[src/rtl/axil_pkg.sv]
// Shared AXI4-Lite constants and the command-master FSM state type.
package axil_pkg;

  localparam logic [1:0] RESP_OKAY   = 2'b00;
  localparam logic [1:0] RESP_EXOKAY = 2'b01;
  localparam logic [1:0] RESP_SLVERR = 2'b10;
  localparam logic [1:0] RESP_DECERR = 2'b11;

  localparam logic [2:0] PROT_DEFAULT = 3'b000;

  typedef enum logic [2:0] {
    StIdle,
    StWrAwW,
    StWrB,
    StRdAr,
    StRdR,
    StRsp
  } cmd_state_e;

endpackage

[src/rtl/axil_if.sv]
// AXI4-Lite channel bundle; src is the master side, snk the slave side.
interface axil_if #(
  parameter int unsigned DATA_WIDTH = 32,
  parameter int unsigned ADDR_WIDTH = 32
);
  logic [ADDR_WIDTH-1:0]   awaddr;
  logic [2:0]              awprot;
  logic                    awvalid;
  logic                    awready;
  logic [DATA_WIDTH-1:0]   wdata;
  logic [DATA_WIDTH/8-1:0] wstrb;
  logic                    wvalid;
  logic                    wready;
  logic [1:0]              bresp;
  logic                    bvalid;
  logic                    bready;
  logic [ADDR_WIDTH-1:0]   araddr;
  logic [2:0]              arprot;
  logic                    arvalid;
  logic                    arready;
  logic [DATA_WIDTH-1:0]   rdata;
  logic [1:0]              rresp;
  logic                    rvalid;
  logic                    rready;

  modport src (
    output awaddr, awprot, awvalid, wdata, wstrb, wvalid, bready, araddr, arprot, arvalid, rready,
    input  awready, wready, bresp, bvalid, arready, rdata, rresp, rvalid
  );

  modport snk (
    input  awaddr, awprot, awvalid, wdata, wstrb, wvalid, bready, araddr, arprot, arvalid, rready,
    output awready, wready, bresp, bvalid, arready, rdata, rresp, rvalid
  );
endinterface

[src/rtl/axil_cmd_master.sv]
// Single-outstanding command/response port to AXI4-Lite master bridge with
// registered channel outputs and a sticky hang-detection timeout.
module axil_cmd_master
  import axil_pkg::*;
#(
  parameter int unsigned DATA_WIDTH     = 32,
  parameter int unsigned ADDR_WIDTH     = 32,
  parameter logic [2:0]  PROT           = PROT_DEFAULT,
  parameter int unsigned TIMEOUT_CYCLES = 1024
) (
  input  logic                    aclk,
  input  logic                    areset,
  input  logic                    cmd_valid,
  output logic                    cmd_ready,
  input  logic                    cmd_write,
  input  logic [ADDR_WIDTH-1:0]   cmd_addr,
  input  logic [DATA_WIDTH-1:0]   cmd_wdata,
  input  logic [DATA_WIDTH/8-1:0] cmd_wstrb,
  output logic                    rsp_valid,
  input  logic                    rsp_ready,
  output logic                    rsp_write,
  output logic [DATA_WIDTH-1:0]   rsp_rdata,
  output logic [1:0]              rsp_resp,
  output logic                    busy,
  output logic                    timeout,
  axil_if.src                     m_axil
);

  localparam int unsigned CntW    = (TIMEOUT_CYCLES < 2) ? 1 : $clog2(TIMEOUT_CYCLES + 1);
  localparam logic [CntW-1:0] TmoMax  = CntW'(TIMEOUT_CYCLES);
  localparam logic [CntW-1:0] TmoLast = CntW'(TIMEOUT_CYCLES - 1);
  localparam bit              TmoEn   = (TIMEOUT_CYCLES != 0);

  cmd_state_e                state_q;
  logic                      awvalid_q, wvalid_q, arvalid_q, bready_q, rready_q;
  logic                      aw_done_q, w_done_q;
  logic                      rsp_valid_q, write_q, timeout_q;
  logic [ADDR_WIDTH-1:0]     addr_q;
  logic [DATA_WIDTH-1:0]     wdata_q, rdata_q;
  logic [DATA_WIDTH/8-1:0]   wstrb_q;
  logic [1:0]                resp_q;
  logic [CntW-1:0]           tmo_cnt_q;

  logic aw_hs, w_hs, waiting;

  always_comb begin
    aw_hs   = awvalid_q & m_axil.awready;
    w_hs    = wvalid_q & m_axil.wready;
    waiting = (state_q == StWrAwW) || (state_q == StWrB) ||
              (state_q == StRdAr) || (state_q == StRdR);
  end

  always_ff @(posedge aclk) begin
    if (areset) begin
      state_q     <= StIdle;
      awvalid_q   <= 1'b0;
      wvalid_q    <= 1'b0;
      arvalid_q   <= 1'b0;
      bready_q    <= 1'b0;
      rready_q    <= 1'b0;
      aw_done_q   <= 1'b0;
      w_done_q    <= 1'b0;
      rsp_valid_q <= 1'b0;
      write_q     <= 1'b0;
      timeout_q   <= 1'b0;
      addr_q      <= '0;
      wdata_q     <= '0;
      rdata_q     <= '0;
      wstrb_q     <= '0;
      resp_q      <= '0;
      tmo_cnt_q   <= '0;
    end else begin
      // Counter saturates at the limit; the transaction itself keeps waiting.
      if (TmoEn && waiting && (tmo_cnt_q != TmoMax)) begin
        tmo_cnt_q <= tmo_cnt_q + CntW'(1);
        if (tmo_cnt_q == TmoLast) timeout_q <= 1'b1;
      end
      unique case (state_q)
        StIdle: begin
          if (cmd_valid) begin
            addr_q    <= cmd_addr;
            wdata_q   <= cmd_wdata;
            wstrb_q   <= cmd_wstrb;
            write_q   <= cmd_write;
            timeout_q <= 1'b0;
            tmo_cnt_q <= '0;
            aw_done_q <= 1'b0;
            w_done_q  <= 1'b0;
            if (cmd_write) begin
              state_q   <= StWrAwW;
              awvalid_q <= 1'b1;
              wvalid_q  <= 1'b1;
            end else begin
              state_q   <= StRdAr;
              arvalid_q <= 1'b1;
            end
          end
        end
        StWrAwW: begin
          if (aw_hs) begin
            awvalid_q <= 1'b0;
            aw_done_q <= 1'b1;
          end
          if (w_hs) begin
            wvalid_q <= 1'b0;
            w_done_q <= 1'b1;
          end
          if ((aw_done_q || aw_hs) && (w_done_q || w_hs)) begin
            state_q   <= StWrB;
            bready_q  <= 1'b1;
            tmo_cnt_q <= '0;
          end
        end
        StWrB: begin
          if (m_axil.bvalid && bready_q) begin
            resp_q      <= m_axil.bresp;
            rdata_q     <= '0;
            bready_q    <= 1'b0;
            rsp_valid_q <= 1'b1;
            state_q     <= StRsp;
          end
        end
        StRdAr: begin
          if (arvalid_q && m_axil.arready) begin
            arvalid_q <= 1'b0;
            rready_q  <= 1'b1;
            state_q   <= StRdR;
            tmo_cnt_q <= '0;
          end
        end
        StRdR: begin
          if (m_axil.rvalid && rready_q) begin
            rdata_q     <= m_axil.rdata;
            resp_q      <= m_axil.rresp;
            rready_q    <= 1'b0;
            rsp_valid_q <= 1'b1;
            state_q     <= StRsp;
          end
        end
        StRsp: begin
          if (rsp_ready) begin
            rsp_valid_q <= 1'b0;
            state_q     <= StIdle;
          end
        end
        default: state_q <= StIdle;
      endcase
    end
  end

  assign cmd_ready = (state_q == StIdle);
  assign busy      = (state_q != StIdle);
  assign timeout   = timeout_q;
  assign rsp_valid = rsp_valid_q;
  assign rsp_write = write_q;
  assign rsp_rdata = rdata_q;
  assign rsp_resp  = resp_q;

  assign m_axil.awaddr  = addr_q;
  assign m_axil.awprot  = PROT;
  assign m_axil.awvalid = awvalid_q;
  assign m_axil.wdata   = wdata_q;
  assign m_axil.wstrb   = wstrb_q;
  assign m_axil.wvalid  = wvalid_q;
  assign m_axil.bready  = bready_q;
  assign m_axil.araddr  = addr_q;
  assign m_axil.arprot  = PROT;
  assign m_axil.arvalid = arvalid_q;
  assign m_axil.rready  = rready_q;

endmodule

[src/flat_wrapper.sv]
// flat-port wrapper written by rule: the top's interface ports become plain ports
module axil_cmd_master_flat import axil_pkg::*;
#(
  parameter int unsigned DATA_WIDTH     = 32,
  parameter int unsigned ADDR_WIDTH     = 32,
  parameter logic [2:0]  PROT           = PROT_DEFAULT,
  parameter int unsigned TIMEOUT_CYCLES = 1024
)
  (aclk, areset, cmd_valid, cmd_ready, cmd_write, cmd_addr, cmd_wdata, cmd_wstrb, rsp_valid, rsp_ready, rsp_write, rsp_rdata, rsp_resp, busy, timeout, m_axil_awaddr, m_axil_awprot, m_axil_awvalid, m_axil_wdata, m_axil_wstrb, m_axil_wvalid, m_axil_bready, m_axil_araddr, m_axil_arprot, m_axil_arvalid, m_axil_rready, m_axil_awready, m_axil_wready, m_axil_bresp, m_axil_bvalid, m_axil_arready, m_axil_rdata, m_axil_rresp, m_axil_rvalid);
  axil_if #(.DATA_WIDTH(DATA_WIDTH), .ADDR_WIDTH(ADDR_WIDTH)) m_axil_i ();
  input  logic aclk;
  input  logic areset;
  input  logic cmd_valid;
  output logic cmd_ready;
  input  logic cmd_write;
  input  logic [ADDR_WIDTH-1:0] cmd_addr;
  input  logic [DATA_WIDTH-1:0] cmd_wdata;
  input  logic [DATA_WIDTH/8-1:0] cmd_wstrb;
  output logic rsp_valid;
  input  logic rsp_ready;
  output logic rsp_write;
  output logic [DATA_WIDTH-1:0] rsp_rdata;
  output logic [1:0] rsp_resp;
  output logic busy;
  output logic timeout;
  output wire logic [$bits(m_axil_i.awaddr)-1:0] m_axil_awaddr;
  output wire logic [$bits(m_axil_i.awprot)-1:0] m_axil_awprot;
  output wire logic [$bits(m_axil_i.awvalid)-1:0] m_axil_awvalid;
  output wire logic [$bits(m_axil_i.wdata)-1:0] m_axil_wdata;
  output wire logic [$bits(m_axil_i.wstrb)-1:0] m_axil_wstrb;
  output wire logic [$bits(m_axil_i.wvalid)-1:0] m_axil_wvalid;
  output wire logic [$bits(m_axil_i.bready)-1:0] m_axil_bready;
  output wire logic [$bits(m_axil_i.araddr)-1:0] m_axil_araddr;
  output wire logic [$bits(m_axil_i.arprot)-1:0] m_axil_arprot;
  output wire logic [$bits(m_axil_i.arvalid)-1:0] m_axil_arvalid;
  output wire logic [$bits(m_axil_i.rready)-1:0] m_axil_rready;
  input wire logic [$bits(m_axil_i.awready)-1:0] m_axil_awready;
  input wire logic [$bits(m_axil_i.wready)-1:0] m_axil_wready;
  input wire logic [$bits(m_axil_i.bresp)-1:0] m_axil_bresp;
  input wire logic [$bits(m_axil_i.bvalid)-1:0] m_axil_bvalid;
  input wire logic [$bits(m_axil_i.arready)-1:0] m_axil_arready;
  input wire logic [$bits(m_axil_i.rdata)-1:0] m_axil_rdata;
  input wire logic [$bits(m_axil_i.rresp)-1:0] m_axil_rresp;
  input wire logic [$bits(m_axil_i.rvalid)-1:0] m_axil_rvalid;
  assign m_axil_awaddr = m_axil_i.awaddr;
  assign m_axil_awprot = m_axil_i.awprot;
  assign m_axil_awvalid = m_axil_i.awvalid;
  assign m_axil_wdata = m_axil_i.wdata;
  assign m_axil_wstrb = m_axil_i.wstrb;
  assign m_axil_wvalid = m_axil_i.wvalid;
  assign m_axil_bready = m_axil_i.bready;
  assign m_axil_araddr = m_axil_i.araddr;
  assign m_axil_arprot = m_axil_i.arprot;
  assign m_axil_arvalid = m_axil_i.arvalid;
  assign m_axil_rready = m_axil_i.rready;
  assign m_axil_i.awready = m_axil_awready;
  assign m_axil_i.wready = m_axil_wready;
  assign m_axil_i.bresp = m_axil_bresp;
  assign m_axil_i.bvalid = m_axil_bvalid;
  assign m_axil_i.arready = m_axil_arready;
  assign m_axil_i.rdata = m_axil_rdata;
  assign m_axil_i.rresp = m_axil_rresp;
  assign m_axil_i.rvalid = m_axil_rvalid;
  axil_cmd_master #(.DATA_WIDTH(DATA_WIDTH), .ADDR_WIDTH(ADDR_WIDTH), .PROT(PROT), .TIMEOUT_CYCLES(TIMEOUT_CYCLES)) u_core (.aclk(aclk), .areset(areset), .cmd_valid(cmd_valid), .cmd_ready(cmd_ready), .cmd_write(cmd_write), .cmd_addr(cmd_addr), .cmd_wdata(cmd_wdata), .cmd_wstrb(cmd_wstrb), .rsp_valid(rsp_valid), .rsp_ready(rsp_ready), .rsp_write(rsp_write), .rsp_rdata(rsp_rdata), .rsp_resp(rsp_resp), .busy(busy), .timeout(timeout), .m_axil(m_axil_i));
endmodule
[config.mk]
export PLATFORM = sky130hd
export DESIGN_NAME = axil_cmd_master_flat
export DESIGN_NICKNAME = d
export VERILOG_FILES = /design/src/rtl/axil_pkg.sv /design/src/rtl/axil_if.sv /design/src/rtl/axil_cmd_master.sv /design/src/flat_wrapper.sv
export SDC_FILE = /design/constraint.sdc
export NUM_CORES = 1
export LEC_CHECK = 0
export CAP_MARGIN = 5
export CORE_AREA = 2 2 102 104
export CTS_CLUSTER_DIAMETER = 30
export CTS_CLUSTER_SIZE = 25
export DETAILED_ROUTE_END_ITERATION = 10
export DIE_AREA = 0 0 104 106
export DONT_BUFFER_PORTS = 1
export PLACE_DENSITY = 0.72
export SLEW_MARGIN = 15
export SYNTH_ARGS = -nofsm -noshare
export SYNTH_HDL_FRONTEND = slang
export SYNTH_SLANG_ARGS = --single-unit
[constraint.sdc]
create_clock -name aclk -period 2.5 [get_ports aclk]
set_input_delay 0.5 -clock aclk [delete_from_list [all_inputs] [get_ports aclk]]
set_output_delay 0.5 -clock aclk [all_outputs]
set_load 0.01 [all_outputs]
==> flow_summary.toml, run 1 <==
[finish]
area_delta_synth_final_pct = 6.89
final_area_um2 = 5490
drive_above_1_share_pct = 7.56
final_common_cell = "nand2_1"
antenna-diode-count = 0
fin_util_pct = 54.9
nets = 699
fin_cells = 731
final_cell_mix = "nand2_1 (184), dfxtp_1 (126), a21oi_1 (111), nand3_1 (41), nor2_1 (21)"

[global_route]
gr-total-overflow = 0
grt_pass1_vias = 3908
track_usage_pct = 22.2
antenna_found_initial = 0
grt_pass1_wl_mm = 19.6
grt_max_degree = 119

[detailed_routing]
vias_per_cell = 5.63
ant_nets = 0
route.met3.wl_mm = 1.23
drc = 0
first_iter_violations = 313
num_vias = 4112
firstDrtPassIters = 5
post_drt_wl_per_cell_um = 17.0
wl_mm = 12.4
wl_met1_mm = 4.65
routed.top_layer = "met4"
wl_met2_mm = 6.15

[sta]
worstMarginPinSlew_ps = 982
fin_crit_ps = 2150
relSlewSlack_pct = 34.5
rsz0062_at_grt = "no"
finalWorstSetupSlack_ps = 351
drv_slew = 0
hold_viol = 0
finClkSkew_ps = 7.47
setup_tns_ps = 0
setup_violations = 0
fmax_mhz = 465
fin_crit_sh_pct = 86.0

[worst_setup_path]
setup.worst_path.end_class = "primary output"
cp_max_fo = 12
cp.required_ps = 2000
crit_path_start_kind = "flip-flop"
arrival_ps = 1650
critPathKind = "flip-flop to primary output"

[power_and_ir_drop]
swShare_pct = 32.4
power_density_nw_per_um2 = 1180
vdd_ir_drop_max_mv = 0.482
power_frac_comb_pct = 18.4
p_sw_uw = 2110
p_clk_share_pct = 40.0
p_seq_share_pct = 41.6
power.internal_uw = 4390
p_leak_uw = 0.00191

[yosys]
async_flop_share_pct = 0
ys.flop_type = "dfxtp_1"
ys_types = 44
ys_ff_latch = 126
synth_warnings = 0
netlist_area_um2 = 5140
synth_edf_count = 0
synth_cells = 636
ys_seq_area_share_pct = 49.1
postSynthAreaPerCell_um2 = 8.08

[die]
rows = 37
die_y_um = 106
initial_utilization_pct = 51.4
die_w_um = 104
num_io_pins = 264
die-area_um2 = 11000
design.core.area_um2 = 10000

[clocking]
cts_inserted_buffers = 17
cts_resized = 0
ctsRootBufferMaster = "clkbuf_8"
cts.sinks = 126
clk_path_buf_depth = 2
cts_setup_buffers = 0
htreeDepth = 4
clk_latency_ps = 510
cts_tree = "done"
cts_hold_buf = 0
clk_pin_slew_ps = 60

[place]
dpl_cell_area_um2 = 4860
dp_cells = 700
place_hpwl_mm = 8.74
dp_slack_ps = 428
gp_congestion = 0.811
portBuffers = 0

[run_status]
status = "complete, no violations"

[run]
cap_viol_max_count = 0

[hold_path]
hp-class = "primary input to flip-flop"
==> layout make-up <==
class | instances | area (µm²)
clock buffer | 17 | 414
clock inverter | 14 | 218
fill | 914 | 4510
inverter | 6 | 22.5
multi-input combinational | 426 | 2060
sequential | 126 | 2520
tap | 136 | 170
timing repair buffer | 6 | 82.6
==> synth_stat cells, types with 2 or more instances <==
master,count,share of area [%]
or3_1,2,0.24
nand2_1,185,14
dfxtp_1,126,49
ha_1,2,0.49
xnor2_1,4,0.68
inv_1,4,0.29
xor2_1,5,0.85
a311oi_1,2,0.34
nor2_1,21,1.5
and3_1,2,0.24
a211oi_1,2,0.29
and2_1,3,0.37
mux2i_1,3,0.58
buf_2,7,0.68
buf_6,11,2.4
a211o_1,2,0.34
buf_4,40,5.8
nor3_1,5,0.49
nor2b_1,2,0.24
inv_2,2,0.15
nand3_1,41,4.0
nor4b_1,2,0.34
clkbuf_1,25,1.8
a31oi_1,4,0.49
nand4_1,5,0.61
a21oi_1,111,11
==> flip-flops by register name (all words and copies together) (netlist names) <==
signal and count:
u_core.m_axil.araddr 32, u_core.m_axil.wdata 32, u_core.rsp_rdata 32, u_core.tmo_cnt_q 11
u_core.m_axil.wstrb 4, u_core.state_q 3, u_core.rsp_resp 2, u_core.aw_done_q 1
u_core.m_axil.arvalid 1, u_core.m_axil.awvalid 1, u_core.m_axil.bready 1, u_core.m_axil.rready 1
u_core.m_axil.wvalid 1, u_core.rsp_valid 1, u_core.rsp_write 1, u_core.timeout 1
u_core.w_done_q 1
==> power groups by stage <==
stage                     clock network, µW  registers [µW]  logic (µW)
final                                  2600            2710        1190
after global routing                   2730            2740        1340
after CTS                              2650            2710        1190
after detailed placement                  0            2750        1180
after global placement                    0            2740        1130
after floorplan                           0            2560        1310
==> worst paths after layout <==
path	depth (start not counted)	slack (ps)	from	to
hold / removal	1	60	areset	u_core.m_axil.araddr[27]
setup / recovery	2	350	u_core.state_q[0]	cmd_ready
setup reg to reg	6	400	u_core.state_q[0]	u_core.m_axil.wdata[24]
hold reg to reg	2	500	u_core.m_axil.wdata[27]	u_core.m_axil.wdata[27]
==> cells by family after synthesis <==
group	count (synthesis)	share of synthesized area, %
AND/OR/NAND/NOR	276	22.9
flip-flops	126	49.1
other	1	0.0730
AO/OA/AOI/OAI	130	14.1
multiplexers	3	0.584
buffers and inverters	89	11.2
XOR/XNOR	9	1.53
adder cells (fa/ha/maj)	2	0.487
==> worst max-delay path: stages (launching register included) <==
cell and delay [ps]:
dfxtp_1 430, or3_1 560, inv_2 150
==> stage by stage <==
step / hold slack (ps) / total power [µW]
final: 62.9 / 6500
after global routing: 31.8 / 6820
after CTS: 37.6 / 6550
after detailed placement: 489 / 3930
after global placement: 481 / 3870
after floorplan: 461 / 3870
==> metal layers <==
layer  up-vias  GRT usage, %
met5         -             0
met4         0          11.7
met3        34          9.63
met2       210          36.8
met1      1902          24.2
li1       1966             -
(Power assumes the default switching activity.)
==> run 2: changes to the inputs <==
- HOLD_SLACK_MARGIN: not set -> 0.08
==> run 2 against run 1 <==
  * Maximum frequency shrank 7.4%
  * Flip-flop and latch count is the same
  * Clock skew is essentially flat
  * Largest cell class unchanged
  * Worst hold slack gained 52 ps
==> flow_summary.toml, run 2 (synthesis results as in run 1) <==
[run_status]
status = "complete, no violations"

[global_route]
grt_max_degree = 113
track_usage_pct = 22.6
grt_pass1_vias = 3923
grt_pass1_wl_mm = 19.9
antenna_found_initial = 0
gr-total-overflow = 0

[clocking]
cts_setup_buffers = 0
ctsRootBufferMaster = "clkbuf_8"
cts_inserted_buffers = 17
clk_pin_slew_ps = 60
htreeDepth = 4
cts_tree = "done"
clk_path_buf_depth = 2
clk_latency_ps = 510
cts.sinks = 126

[worst_setup_path]
cp.required_ps = 2950
cpPeakStageDelay_ps = 550
cp_max_fo = 59
arrival_ps = 2770
setup.worst_path.end_class = "flip-flop"
worstPathCellList = "or3_4 > inv_2 > and2_2 > buf_12 > nand2_1 > a21oi_1 > dlygate4sd3_1"
crit_path_start_kind = "flip-flop"
crit_slowest_cell = "dlygate4sd3_1"
critPathKind = "flip-flop to flip-flop"

[sta]
fmax_mhz = 431
setup_tns_ps = 0
rsz0062_at_grt = "no"
worstMarginPinSlew_ps = 985
fin_crit_ps = 2320
fin_crit_sh_pct = 92.8
finClkSkew_ps = 7.25
relSlewSlack_pct = 34.3
hold_viol = 0
setup_violations = 0
drv_slew = 0
holdWs_ps = 115

[finish]
final_area_um2 = 5550
antenna-diode-count = 0
drive_above_1_share_pct = 7.86
final_common_cell = "nand2_1"
final_cell_mix = "nand2_1 (184), dfxtp_1 (126), a21oi_1 (111), nand3_1 (41), nor2_1 (21)"
area_delta_synth_final_pct = 7.91
nets = 702
fin_util_pct = 55.5
nFillCells = 907

[detailed_routing]
wl_mm = 12.7
vias_per_cell = 5.60
num_vias = 4107
firstDrtPassIters = 5
ant_nets = 0
first_iter_violations = 303
post_drt_wl_per_cell_um = 17.2
drc = 0

[hold_path]
hp-class = "primary input to flip-flop"

[die]
die_w_um = 104
die_y_um = 106
die-area_um2 = 11000
design.core.area_um2 = 10000
num_io_pins = 264
initial_utilization_pct = 51.4
rows = 37

[place]
dpl_cell_area_um2 = 4860
place_hpwl_mm = 8.74
gp_congestion = 0.811
portBuffers = 0

[power_and_ir_drop]
vdd_ir_drop_max_mv = 0.485
p_total_uw = 6550
power_density_nw_per_um2 = 1180
p_leak_uw = 0.00194

[run]
cap_viol_max_count = 0
-- run 2: cell count changes in the layout (fill, tap and decap cells not counted), sizes merged --
cell / delta
buf: +1
dlygate4sd3: +2
-- run 2: final timing paths --
kind | startpoint | to | slack (ps) | cells past startpoint
max | u_core.state_q[0] | u_core.m_axil.araddr[24] | 180 | 7
max reg2reg | u_core.state_q[0] | u_core.m_axil.araddr[24] | 180 | 7
min | rsp_ready | u_core.rsp_valid | 110 | 1
min reg2reg | u_core.tmo_cnt_q[2] | u_core.tmo_cnt_q[2] | 500 | 2
-- run 2: critical path: cells and delay by family, from the launching register on --
kind	cells	cell delay [ps]
AOI/OAI and AO/OA	1	120
buffers and inverters	3	900
DFF	1	430
and+or+nand+nor	3	770
-- run 2: where the power goes --
group | internal, µW | switching (µW)
clock | 1720 | 883
combinational | 432 | 811
sequential | 2270 | 439
-- run 2: layout make-up --
type | instances | area, µm² | share of cell area (%)
clock inverters | 14 | 218 | 3.93
flip-flops and latches | 126 | 2520 | 45.5
multi-input cells | 426 | 2070 | 37.3
clock buffers | 17 | 414 | 7.47
repair buffers | 9 | 130 | 2.35
well taps | 136 | 170 | 3.07
inverters | 6 | 22.5 | 0.406
-- run 2: per-stage QoR --
stage          cells  setup WS [ps]
3_3_place_gp     700            562
3_5_place_dp     700            428
2_1_floorplan    641            963
6_report         734            180
5_1_grt          734            102
4_1_cts          734           78.4
-- run 2: metal layers --
layer / wire [µm] / GRT usage [%] / vias to the layer above
li1: - / - / 1967
met1: 4780 / 25.1 / 1894
met2: 6270 / 37.5 / 210
met3: 1210 / 9.38 / 36
met4: 395 / 11.1 / 0
met5: 0 / 0 / -
-- run 2: timing repair --
action	in CTS	in global routing
hold endpoints to repair	113	0
resized for setup	0	1
setup endpoints to repair	0	1
hold buffers	3	0
==> run 3: changes to the inputs <==
- CTS_CLUSTER_DIAMETER: 30 -> 80
- PLACE_DENSITY: 0.72 -> not set
- PLACE_DENSITY_LB_ADDON: not set -> 0.1
==> run 3 against run 2 <==
  * Maximum frequency rose by 2.1%
  * Sequential power hardly changed
  * Critical endpoint is now u_core.m_axil.araddr[9]
  * Largest power group unchanged
  * Combinational power is 5% lower
  * Critical path depth fell by 1
  * Clock power down 15%
  * Routed wire length decreased by 4.8%
  * Register-to-register slack better by 50 ps
  * Via count decreased by 3.7%
  * Total power decreased by 7.1%
  * Highest routed layer unchanged
==> flow_summary.toml, run 3 (synthesis results as in run 1) <==
[hold_path]
hp-class = "primary input to flip-flop"
min_from = "rsp_ready"
hold_end = "u_core.rsp_valid"
holdPathStages = 1

[clocking]
clk_latency_ps = 510
clk_pin_slew_ps = 60
htreeDepth = 4
ctsRootBufferMaster = "clkbuf_8"
cts_tree = "done"
cts.sinks = 126
cts_resized = 0
clk_path_buf_depth = 2
cts_inserted_buffers = 17

[worst_setup_path]
worst_r2r_path_depth = 6
cp_max_fo = 12
arrival_ps = 2720
ff2ff_setup_slack_ps = 230
cp.required_ps = 2950
setup.worst_path.end_class = "flip-flop"
timing.rr.start = "u_core.state_q[0]"
r2r-end = "u_core.m_axil.araddr[9]"
critPathKind = "flip-flop to flip-flop"
crit_path_start_kind = "flip-flop"

[die]
initial_utilization_pct = 51.4
die_y_um = 106
die_w_um = 104
design.core.area_um2 = 10000
rows = 37
die-area_um2 = 11000
num_io_pins = 264

[finish]
final_common_cell = "nand2_1"
antenna-diode-count = 0
area_delta_synth_final_pct = 5.72
fin_util_pct = 54.3
final_cell_mix = "nand2_1 (184), dfxtp_1 (126), a21oi_1 (111), nand3_1 (41), nor2_1 (21)"
nets = 701
drive_above_1_share_pct = 7.54
nFillCells = 946

[detailed_routing]
first_iter_violations = 285
firstDrtPassIters = 4
post_drt_wl_per_cell_um = 16.4
vias_per_cell = 5.40
wl_mm = 12.0
num_vias = 3955
ant_nets = 0
drc = 0

[place]
gp_congestion = 0.783
place_hpwl_mm = 8.21
portBuffers = 0

[sta]
relSlewSlack_pct = 32.0
fmax_mhz = 440
worstMarginPinSlew_ps = 1020
setup_violations = 0
hold_viol = 0
fin_crit_sh_pct = 90.9
fin_crit_ps = 2270
finClkSkew_ps = 12.6
setup_tns_ps = 0
rsz0062_at_grt = "no"
drv_slew = 0

[run_status]
status = "complete, no violations"

[global_route]
antenna_found_initial = 0
grt_max_degree = 113
grt_pass1_wl_mm = 18.9
track_usage_pct = 21.4
gr-total-overflow = 0
grt_pass1_vias = 3737

[power_and_ir_drop]
p_leak_uw = 0.00189
power_density_nw_per_um2 = 1120
vdd_ir_drop_max_mv = 0.621

[run]
cap_viol_max_count = 0
[run 3: cell count changes in the layout (fill, tap and decap cells not counted)]
cell,change
or3_4,-1
clkinv_2,+2
bufinv_16,-4
clkbuf_8,+1
or3_1,+1
buf_12,-1
inv_6,+1
[run 3: worst max path at each step]
stage | start | to | cells past startpoint
floorplan | m_axil_awready | u_core.tmo_cnt_q[0] | 6
global placement | u_core.state_q[0] | u_core.m_axil.wdata[5] | 6
detailed placement | u_core.state_q[2] | u_core.rsp_rdata[13] | 5
CTS | u_core.state_q[0] | u_core.m_axil.araddr[9] | 6
global route | u_core.state_q[0] | u_core.m_axil.araddr[9] | 6
finish | u_core.state_q[0] | u_core.m_axil.araddr[9] | 6
[run 3: layer usage]
| metal | global-route usage (%) | wire (µm) | vias to the layer above |
|---|---|---|---|
| li1 | - | - | 1970 |
| met1 | 24.5 | 4800 | 1784 |
| met2 | 34.2 | 5850 | 170 |
| met3 | 9.01 | 1010 | 31 |
| met4 | 11.5 | 390 | 0 |
| met5 | 0 | 0 | - |
[run 3: critical path: stages (launching register included)]
cell           delay, ps
dfxtp_1              440
or3_1                550
inv_2                160
and2_2               270
nand2_1               80
a21oi_1              140
dlygate4sd3_1        570
[run 3: per-stage QoR]
| stage | hold slack [ps] | worst slack [ps] | power [µW] | cells | cell area (µm²) |
|---|---|---|---|---|---|
| floorplan | 461 | 963 | 3870 | 641 | 5160 |
| global placement | 482 | 486 | 3850 | 699 | 4840 |
| detailed placement | 488 | 367 | 3890 | 699 | 4840 |
| CTS | 94.1 | 277 | 6160 | 733 | 5430 |
| global route | 92.5 | 113 | 6440 | 733 | 5430 |
| finish | 118 | 228 | 6090 | 733 | 5430 |
[run 3: where the power goes]
part / internal (µW) / switching [µW]
Sequential: 2270 / 418
Combinational: 401 / 780
Clock: 1340 / 882
[run 3: timing repair]
action | 4_1_cts | 5_1_grt
hold buffers | 3 | 0
buffers inserted | 0 | 0
endpoints found under the setup margin | 0 | 0
endpoints found under the hold margin | 113 | 0
[run 3: layout make-up]
type / count / area, µm² / area share, %
Tap cell: 136 / 170 / 3.13
Clock buffer: 18 / 428 / 7.88
Multi-Input combinational cell: 426 / 2060 / 38.0
Sequential cell: 126 / 2520 / 46.4
Timing Repair Buffer: 8 / 110 / 2.03
Inverter: 6 / 22.5 / 0.415
Clock inverter: 13 / 116 / 2.14
